===== config.mk =====
export PLATFORM = sky130hd
export DESIGN_NAME = analog_input_conditioner_flat
export DESIGN_NICKNAME = d
export VERILOG_FILES = /design/src/rtl/analog_input_conditioner_if.sv /design/src/rtl/analog_input_conditioner.sv /design/src/flat_wrapper.sv
export SDC_FILE = /design/constraint.sdc
export NUM_CORES = 1
export LEC_CHECK = 0
export ABC_AREA = 1
export BUFFER_PORTS_ARGS = -buffer_cell sky130_fd_sc_hd__buf_2
export CAP_MARGIN = 40
export CELL_PAD_IN_SITES_DETAIL_PLACEMENT = 0
export CELL_PAD_IN_SITES_GLOBAL_PLACEMENT = 1
export CORE_MARGIN = 3
export CORE_UTILIZATION = 39
export DETAILED_ROUTE_END_ITERATION = 10
export PLACE_DENSITY_LB_ADDON = 0.2
export REMOVE_ABC_BUFFERS = 1
export SLEW_MARGIN = 20
export SYNTH_ARGS = -nofsm -noshare
export SYNTH_HDL_FRONTEND = slang
export SYNTH_SLANG_ARGS = --single-unit
export TNS_END_PERCENT = 20

===== constraint.sdc =====
create_clock -name clk_sys -period 2.7 [get_ports clk_sys]
set_clock_uncertainty 0.15 [all_clocks]
set_input_delay 0.27 -clock clk_sys [delete_from_list [all_inputs] [get_ports clk_sys]]
set_output_delay 0.27 -clock clk_sys [all_outputs]
set_load 0.02 [all_outputs]

===== src/rtl/analog_input_conditioner_if.sv =====
// Signal bundle between the framework input side and analog_input_conditioner.
// master drives controls and samples positions; slave is the conditioner itself.
interface analog_input_conditioner_if #(
  parameter int NUM_CH = 2,
  parameter int POS_W  = 8
);
  logic                    ce_sample;
  logic [2*NUM_CH-1:0]     cfg_mode;
  logic [NUM_CH-1:0]       cfg_invert;
  logic [8*NUM_CH-1:0]     joy_analog;
  logic [8*NUM_CH-1:0]     paddle;
  logic [9*NUM_CH-1:0]     spinner;
  logic [2*NUM_CH-1:0]     joy_dig;
  logic [POS_W*NUM_CH-1:0] pos_out;
  logic [NUM_CH-1:0]       pos_valid;
  logic [NUM_CH-1:0]       moved;

  modport master (
    output ce_sample, cfg_mode, cfg_invert, joy_analog, paddle, spinner, joy_dig,
    input  pos_out, pos_valid, moved
  );

  modport slave (
    input  ce_sample, cfg_mode, cfg_invert, joy_analog, paddle, spinner, joy_dig,
    output pos_out, pos_valid, moved
  );
endinterface


===== src/rtl/analog_input_conditioner.sv =====
// Per-channel joystick/paddle/spinner/digital to absolute position conditioner.
// Optional macro ANALOG_DEADZONE_EN zeroes small joystick deflections.
module analog_input_conditioner #(
  parameter int NUM_CH     = 2,
  parameter int POS_W      = 8,
  parameter int SPIN_SHIFT = 0,
  parameter int DIG_STEP   = 4,
  parameter int DEADZONE   = 8
) (
  input logic                  clk_sys,
  input logic                  reset,
  analog_input_conditioner_if.slave bus
);

  // Wide enough for acc plus a shifted 8-bit delta with sign and overflow headroom.
  localparam int MAG_W = (POS_W > 8 + SPIN_SHIFT) ? POS_W : 8 + SPIN_SHIFT;
  localparam int SUM_W = MAG_W + 2;

  localparam logic [POS_W-1:0]        CENTER  = {1'b1, {(POS_W-1){1'b0}}};
  localparam logic signed [SUM_W-1:0] MAX_POS = {{(SUM_W-POS_W){1'b0}}, {POS_W{1'b1}}};
  localparam logic signed [SUM_W-1:0] STEP    = SUM_W'(DIG_STEP);

  typedef enum logic [1:0] {
    MODE_JOY  = 2'b00,
    MODE_PAD  = 2'b01,
    MODE_SPIN = 2'b10,
    MODE_DIG  = 2'b11
  } mode_t;

  if (NUM_CH < 1 || NUM_CH > 4 || POS_W < 8 || POS_W > 16 ||
      SPIN_SHIFT < 0 || SPIN_SHIFT > 4 || DIG_STEP < 0 || DEADZONE < 0) begin : g_bad_param
    $error("analog_input_conditioner: parameter out of range");
  end

  logic [POS_W-1:0] acc      [NUM_CH];
  logic [POS_W-1:0] acc_next [NUM_CH];
  logic [POS_W-1:0] pos_q    [NUM_CH];
  logic [POS_W-1:0] pos_new  [NUM_CH];
  mode_t            mode_prev[NUM_CH];
  logic [NUM_CH-1:0] tog_prev;
  logic [NUM_CH-1:0] valid_q;
  logic [NUM_CH-1:0] moved_q;

  function automatic logic [POS_W-1:0] saturate(input logic signed [SUM_W-1:0] v);
    if (v < 0)
      return '0;
    else if (v > MAX_POS)
      return '1;
    else
      return v[POS_W-1:0];
  endfunction

  function automatic logic [POS_W-1:0] joy_to_pos(input logic [7:0] x);
    logic [7:0] xv;
    xv = x;
`ifdef ANALOG_DEADZONE_EN
    begin
      int xi;
      xi = int'($signed(x));
      if (xi > -DEADZONE && xi < DEADZONE)
        xv = 8'h00;
    end
`endif
    // Offset-binary: -128 maps to the bottom of the range, 0 to CENTER.
    return POS_W'(xv ^ 8'h80) << (POS_W - 8);
  endfunction

  function automatic logic [POS_W-1:0] channel_next(
    input mode_t            mode,
    input mode_t            prev_mode,
    input logic             ce,
    input logic [POS_W-1:0] acc_cur,
    input logic [7:0]       joy,
    input logic [7:0]       pad,
    input logic [8:0]       spin,
    input logic             tog_last,
    input logic [1:0]       dig
  );
    logic signed [SUM_W-1:0] acc_ext;
    logic signed [SUM_W-1:0] delta;
    logic [POS_W-1:0]        result;
    acc_ext = $signed({{(SUM_W-POS_W){1'b0}}, acc_cur});
    delta   = SUM_W'($signed(spin[7:0])) <<< SPIN_SHIFT;
    result  = acc_cur;
    if (mode != prev_mode) begin
      result = CENTER;
    end else begin
      case (mode)
        MODE_JOY:  if (ce) result = joy_to_pos(joy);
        MODE_PAD:  if (ce) result = POS_W'(pad) << (POS_W - 8);
        MODE_SPIN: if (spin[8] != tog_last) result = saturate(acc_ext + delta);
        MODE_DIG: begin
          if (ce && dig == 2'b10)
            result = saturate(acc_ext + STEP);
          else if (ce && dig == 2'b01)
            result = saturate(acc_ext - STEP);
        end
        default: result = acc_cur;
      endcase
    end
    return result;
  endfunction

  // Next accumulator and candidate output for every channel.
  always_comb begin
    for (int c = 0; c < NUM_CH; c++) begin
      acc_next[c] = channel_next(mode_t'(bus.cfg_mode[2*c +: 2]), mode_prev[c],
                                 bus.ce_sample, acc[c],
                                 bus.joy_analog[8*c +: 8], bus.paddle[8*c +: 8],
                                 bus.spinner[9*c +: 9], tog_prev[c],
                                 bus.joy_dig[2*c +: 2]);
      pos_new[c]  = bus.cfg_invert[c] ? ~acc[c] : acc[c];
    end
  end

  // Output loads the accumulator value held before this cycle's update.
  always_ff @(posedge clk_sys) begin
    if (reset) begin
      for (int c = 0; c < NUM_CH; c++) begin
        acc[c]       <= CENTER;
        pos_q[c]     <= CENTER;
        mode_prev[c] <= mode_t'(bus.cfg_mode[2*c +: 2]);
        tog_prev[c]  <= bus.spinner[9*c + 8];
        valid_q[c]   <= 1'b0;
        moved_q[c]   <= 1'b0;
      end
    end else begin
      for (int c = 0; c < NUM_CH; c++) begin
        acc[c]       <= acc_next[c];
        mode_prev[c] <= mode_t'(bus.cfg_mode[2*c +: 2]);
        tog_prev[c]  <= bus.spinner[9*c + 8];
        valid_q[c]   <= bus.ce_sample;
        moved_q[c]   <= bus.ce_sample && (pos_new[c] != pos_q[c]);
        if (bus.ce_sample)
          pos_q[c] <= pos_new[c];
      end
    end
  end

  always_comb begin
    bus.pos_out = '0;
    for (int c = 0; c < NUM_CH; c++)
      bus.pos_out[POS_W*c +: POS_W] = pos_q[c];
  end

  assign bus.pos_valid = valid_q;
  assign bus.moved     = moved_q;

endmodule


===== src/flat_wrapper.sv =====
// flat-port wrapper written by rule: the top's interface ports become plain ports
module analog_input_conditioner_flat 
#(
  parameter int NUM_CH     = 2,
  parameter int POS_W      = 8,
  parameter int SPIN_SHIFT = 0,
  parameter int DIG_STEP   = 4,
  parameter int DEADZONE   = 8
)
  (clk_sys, reset, bus_ce_sample, bus_cfg_mode, bus_cfg_invert, bus_joy_analog, bus_paddle, bus_spinner, bus_joy_dig, bus_pos_out, bus_pos_valid, bus_moved);
  analog_input_conditioner_if #(.NUM_CH(NUM_CH), .POS_W(POS_W)) bus_i ();
  input logic clk_sys;
  input logic reset;
  input wire logic [$bits(bus_i.ce_sample)-1:0] bus_ce_sample;
  input wire logic [$bits(bus_i.cfg_mode)-1:0] bus_cfg_mode;
  input wire logic [$bits(bus_i.cfg_invert)-1:0] bus_cfg_invert;
  input wire logic [$bits(bus_i.joy_analog)-1:0] bus_joy_analog;
  input wire logic [$bits(bus_i.paddle)-1:0] bus_paddle;
  input wire logic [$bits(bus_i.spinner)-1:0] bus_spinner;
  input wire logic [$bits(bus_i.joy_dig)-1:0] bus_joy_dig;
  output wire logic [$bits(bus_i.pos_out)-1:0] bus_pos_out;
  output wire logic [$bits(bus_i.pos_valid)-1:0] bus_pos_valid;
  output wire logic [$bits(bus_i.moved)-1:0] bus_moved;
  assign bus_i.ce_sample = bus_ce_sample;
  assign bus_i.cfg_mode = bus_cfg_mode;
  assign bus_i.cfg_invert = bus_cfg_invert;
  assign bus_i.joy_analog = bus_joy_analog;
  assign bus_i.paddle = bus_paddle;
  assign bus_i.spinner = bus_spinner;
  assign bus_i.joy_dig = bus_joy_dig;
  assign bus_pos_out = bus_i.pos_out;
  assign bus_pos_valid = bus_i.pos_valid;
  assign bus_moved = bus_i.moved;
  analog_input_conditioner #(.NUM_CH(NUM_CH), .POS_W(POS_W), .SPIN_SHIFT(SPIN_SHIFT), .DIG_STEP(DIG_STEP), .DEADZONE(DEADZONE)) u_core (.clk_sys(clk_sys), .reset(reset), .bus(bus_i));
endmodule

==> impl_metrics.toml <==
[clock_tree]
cts_htree_levels = 2
cts_buffer_depth = 2
cts_buffers = 5
path_clk_slew_ns = 0.09
post-cts-setup-buffers = 0
clock_latency_ns = 0.30
clock_sinks = 41
cts-root-buf = "clkbuf_8"
cts_tree = "built"

[timing]
rsz0062_at_grt = "false"
hold_ws_ns = 0.0141
finalMaxSlewViolations = 0
setup_tns_ns = 0
timing.final.crit_share = 0.913
finalCriticalPeriod_ns = 2.47
max_freq_mhz = 406
hold_violations = 0
tightest_slew_ns = 0.867
timing.slew.headroom = 0.422
setup_viol = 0

[grt]
antenna_found_initial = 0
gr-usage-all-layers = 0.200
grt_pass1_wl_microns = 18300
first_global_vias = 3848
grt-ovfl-total = 0
grt_start_max_net_pins = 17

[place]
gp_congestion = 0.922
hpwl_microns = 9380
portBuffers = 82
dp.cells = 784

[layout]
register_area_sq_um = 981
fin_cells = 798
drive_gt1_frac = 0.229
num-fill-cells = 1035
antenna_cells = 0
multi_input_comb_area_sq_mm = 0.00261
nets = 757
syn2layout_area_growth_pct = 20.2

[yosys]
yosysMostFrequentCell = "nand2_1"
yosysTopAreaCell = "nand2_1"
synthFlopType = "dfxtp_1"
syn_area_sq_mm = 0.00390
netlist_top_cells_area = "nand2_1 17%, dfxtp_1 13%, edfxtp_1 12%"
synth_commonest_cells = "175 x nand2_1, 52 x nor2_1, 50 x inv_1, 33 x a21oi_1, 32 x xnor2_1"
ys_seq_area_frac = 0.251
synthDistinctLibCells = 43
async_flop_share = 0
synth_edf_count = 16
avgSynthCellArea_sq_um = 6.83
postSynthCellCount = 571
synth_top_area_frac = 0.168
yosysWarnings = 0
synth.ff_latch_count = 41

[route]
first_pass_iters = 5
vias = 4025
ant_nets = 0
routed_wire_length_per_instance_microns = 14.0
remaining_drc_errors = 0
drt_iter0_drc = 192
vias_per_cell = 5.04
drt_wl_total_microns = 11100

[setup_path]
rrSetupSlack_ns = 0.23
worst-path-buf-inv = 1
worstSetupStartpointType = "flop"
worstSetupEndpointType = "flop"
cp.required_ns = 2.79
crit_family = "simple AND/OR/NAND/NOR gates"
r2r_cells = 15
cp.depth = 15
cp-endpoint = "u_core.acc[0][5]$_SDFFE_PP0P_"
critPathKind = "reg -> reg"
crit_start = "u_core.acc[0][0]$_SDFFE_PP0P_"
crit_path_max_fanout = 5
rr_endpoint = "u_core.acc[0][5]$_SDFFE_PP0P_"
reg2reg_from = "u_core.acc[0][0]$_SDFFE_PP0P_"
critPathSlowestCell = "dfxtp_1"
crit_chain = "ha_2 -> inv_1 -> fa_1 -> nand3b_1 -> nand2_1 -> nand2_1 -> nand2_1 -> nand2_1 -> nand2_1 -> nand2_2 -> nand2_1 -> nand2_1 -> nand3_1 -> nand2_1 -> a21oi_1"
cpMostUsedCell = "nand2_1"
cp_slowest_stage_delay_ns = 0.42
arrival_ns = 2.55

[die]
core_sq_mm = 0.00946
start_util = 0.413
row_count = 35
die_area_sq_mm = 0.0112
ios = 83
dieHeight_microns = 106
dieWidth_microns = 106

[pwr]
power_uw = 1900
p_leak_uw = 0.00226
power_density_mw_per_mm2 = 405
ir_worst_vdd_mv = 0.188

[job]
max-cap-violations = 0

[min_path]
hold_path.class = "in -> reg"

[run_status]
status = "completed"
[worst reg2reg max path: stages, from the launching register on]
cell and delay [ns]:
dfxtp_1 0.42, ha_2 0.25, inv_1 0.06, fa_1 0.39
nand3b_1 0.17, nand2_1 0.14, nand2_1 0.09, nand2_1 0.07
nand2_1 0.04, nand2_1 0.13, nand2_2 0.11, nand2_1 0.07
nand2_1 0.05, nand3_1 0.09, nand2_1 0.05, a21oi_1 0.13
[how the worst min path moves through the flow]
stage	slack [ns]	cells past startpoint	startpoint	endpoint
floorplan	0.15	0	bus_cfg_mode[0]	u_core.mode_prev[0][0]$_DFF_P_
global placement	0.25	1	bus_spinner[8]	u_core.tog_prev[0]$_DFF_P_
detailed placement	0.25	1	bus_spinner[8]	u_core.tog_prev[0]$_DFF_P_
CTS	0.01	1	bus_cfg_mode[1]	u_core.mode_prev[0][1]$_DFF_P_
global route	0.01	1	bus_cfg_mode[1]	u_core.mode_prev[0][1]$_DFF_P_
finish	0.01	1	bus_cfg_mode[1]	u_core.mode_prev[0][1]$_DFF_P_
[report_power, final]
| part | switching (uW) | internal (uW) |
|---|---|---|
| sequential | 22.4 | 678 |
| clock | 245 | 373 |
| combinational | 357 | 226 |
[cell families after synthesis]
group / Yosys count / share of synthesized area
simple gates: 314 / 0.364
flops: 41 / 0.251
xor+xnor: 47 / 0.105
compound gates: 70 / 0.112
buf+inv: 73 / 0.0795
fa+ha+maj: 26 / 0.0872
[per-stage QoR]
stage	cell area, sq um	setup slack (ns)	util
6_report	4690	0.234	0.496
5_1_grt	4690	0.00525	0.496
4_1_cts	4680	0.212	0.495
3_5_place_dp	4490	0.237	0.475
3_3_place_gp	4490	0.293	0.475
2_1_floorplan	3820	0.528	-
[placed cells by master, fill, tap and decap left out, drive strengths merged, types with 2 or more instances in the layout]
cell / synthesis / layout
a21oi: 38 / 38
a221oi: 2 / 2
a31oi: 4 / 4
buf: 10 / 95
bufinv: 0 / 2
clkbuf: 1 / 6
dfxtp: 25 / 25
dlygate4sd3: 0 / 5
edfxtp: 16 / 16
fa: 2 / 2
ha: 24 / 24
inv: 62 / 63
nand2: 182 / 182
nand3: 36 / 36
nand4: 18 / 18
nor2: 60 / 60
nor3: 8 / 8
nor4: 2 / 2
nor4b: 2 / 2
o211ai: 5 / 5
o21ai: 14 / 14
o221ai: 3 / 3
or2: 5 / 5
xnor2: 32 / 32
xor2: 15 / 15
[flip-flops by register name, indices dropped and copies added, names as in the netlist]
| register | count |
|---|---|
| u_core.mode_prev | 4 |
| u_core.acc | 16 |
| u_core.bus.pos_valid | 1 |
| u_core.bus.moved | 2 |
| u_core.pos_q | 16 |
| u_core.tog_prev | 2 |
[what timing repair did]
action	in CTS	in global routing
endpoints found under the setup margin	0	4
gates resized for setup	0	1
hold buffers	5	0
hold endpoints to repair	5	0
[metal layers]
metal	wire length, microns	global-route usage	share of wire	vias to the layer above
li1	-	-	-	2070
met1	5730	0.302	0.51	1835
met2	4690	0.301	0.42	110
met3	588	0.0291	0.053	10
met4	122	0.0426	0.011	0
met5	0	0	0	-
[area by class of cell]
cell class                 instances  area share
multi-input combinational        457       0.557
sequential                        41       0.209
timing repair buffer             101       0.121
inverter                          62      0.0496
tap                              129      0.0344
clock buffer                       5      0.0147
clock inverter                     3      0.0147
Power figures use the tool's default switching activity.
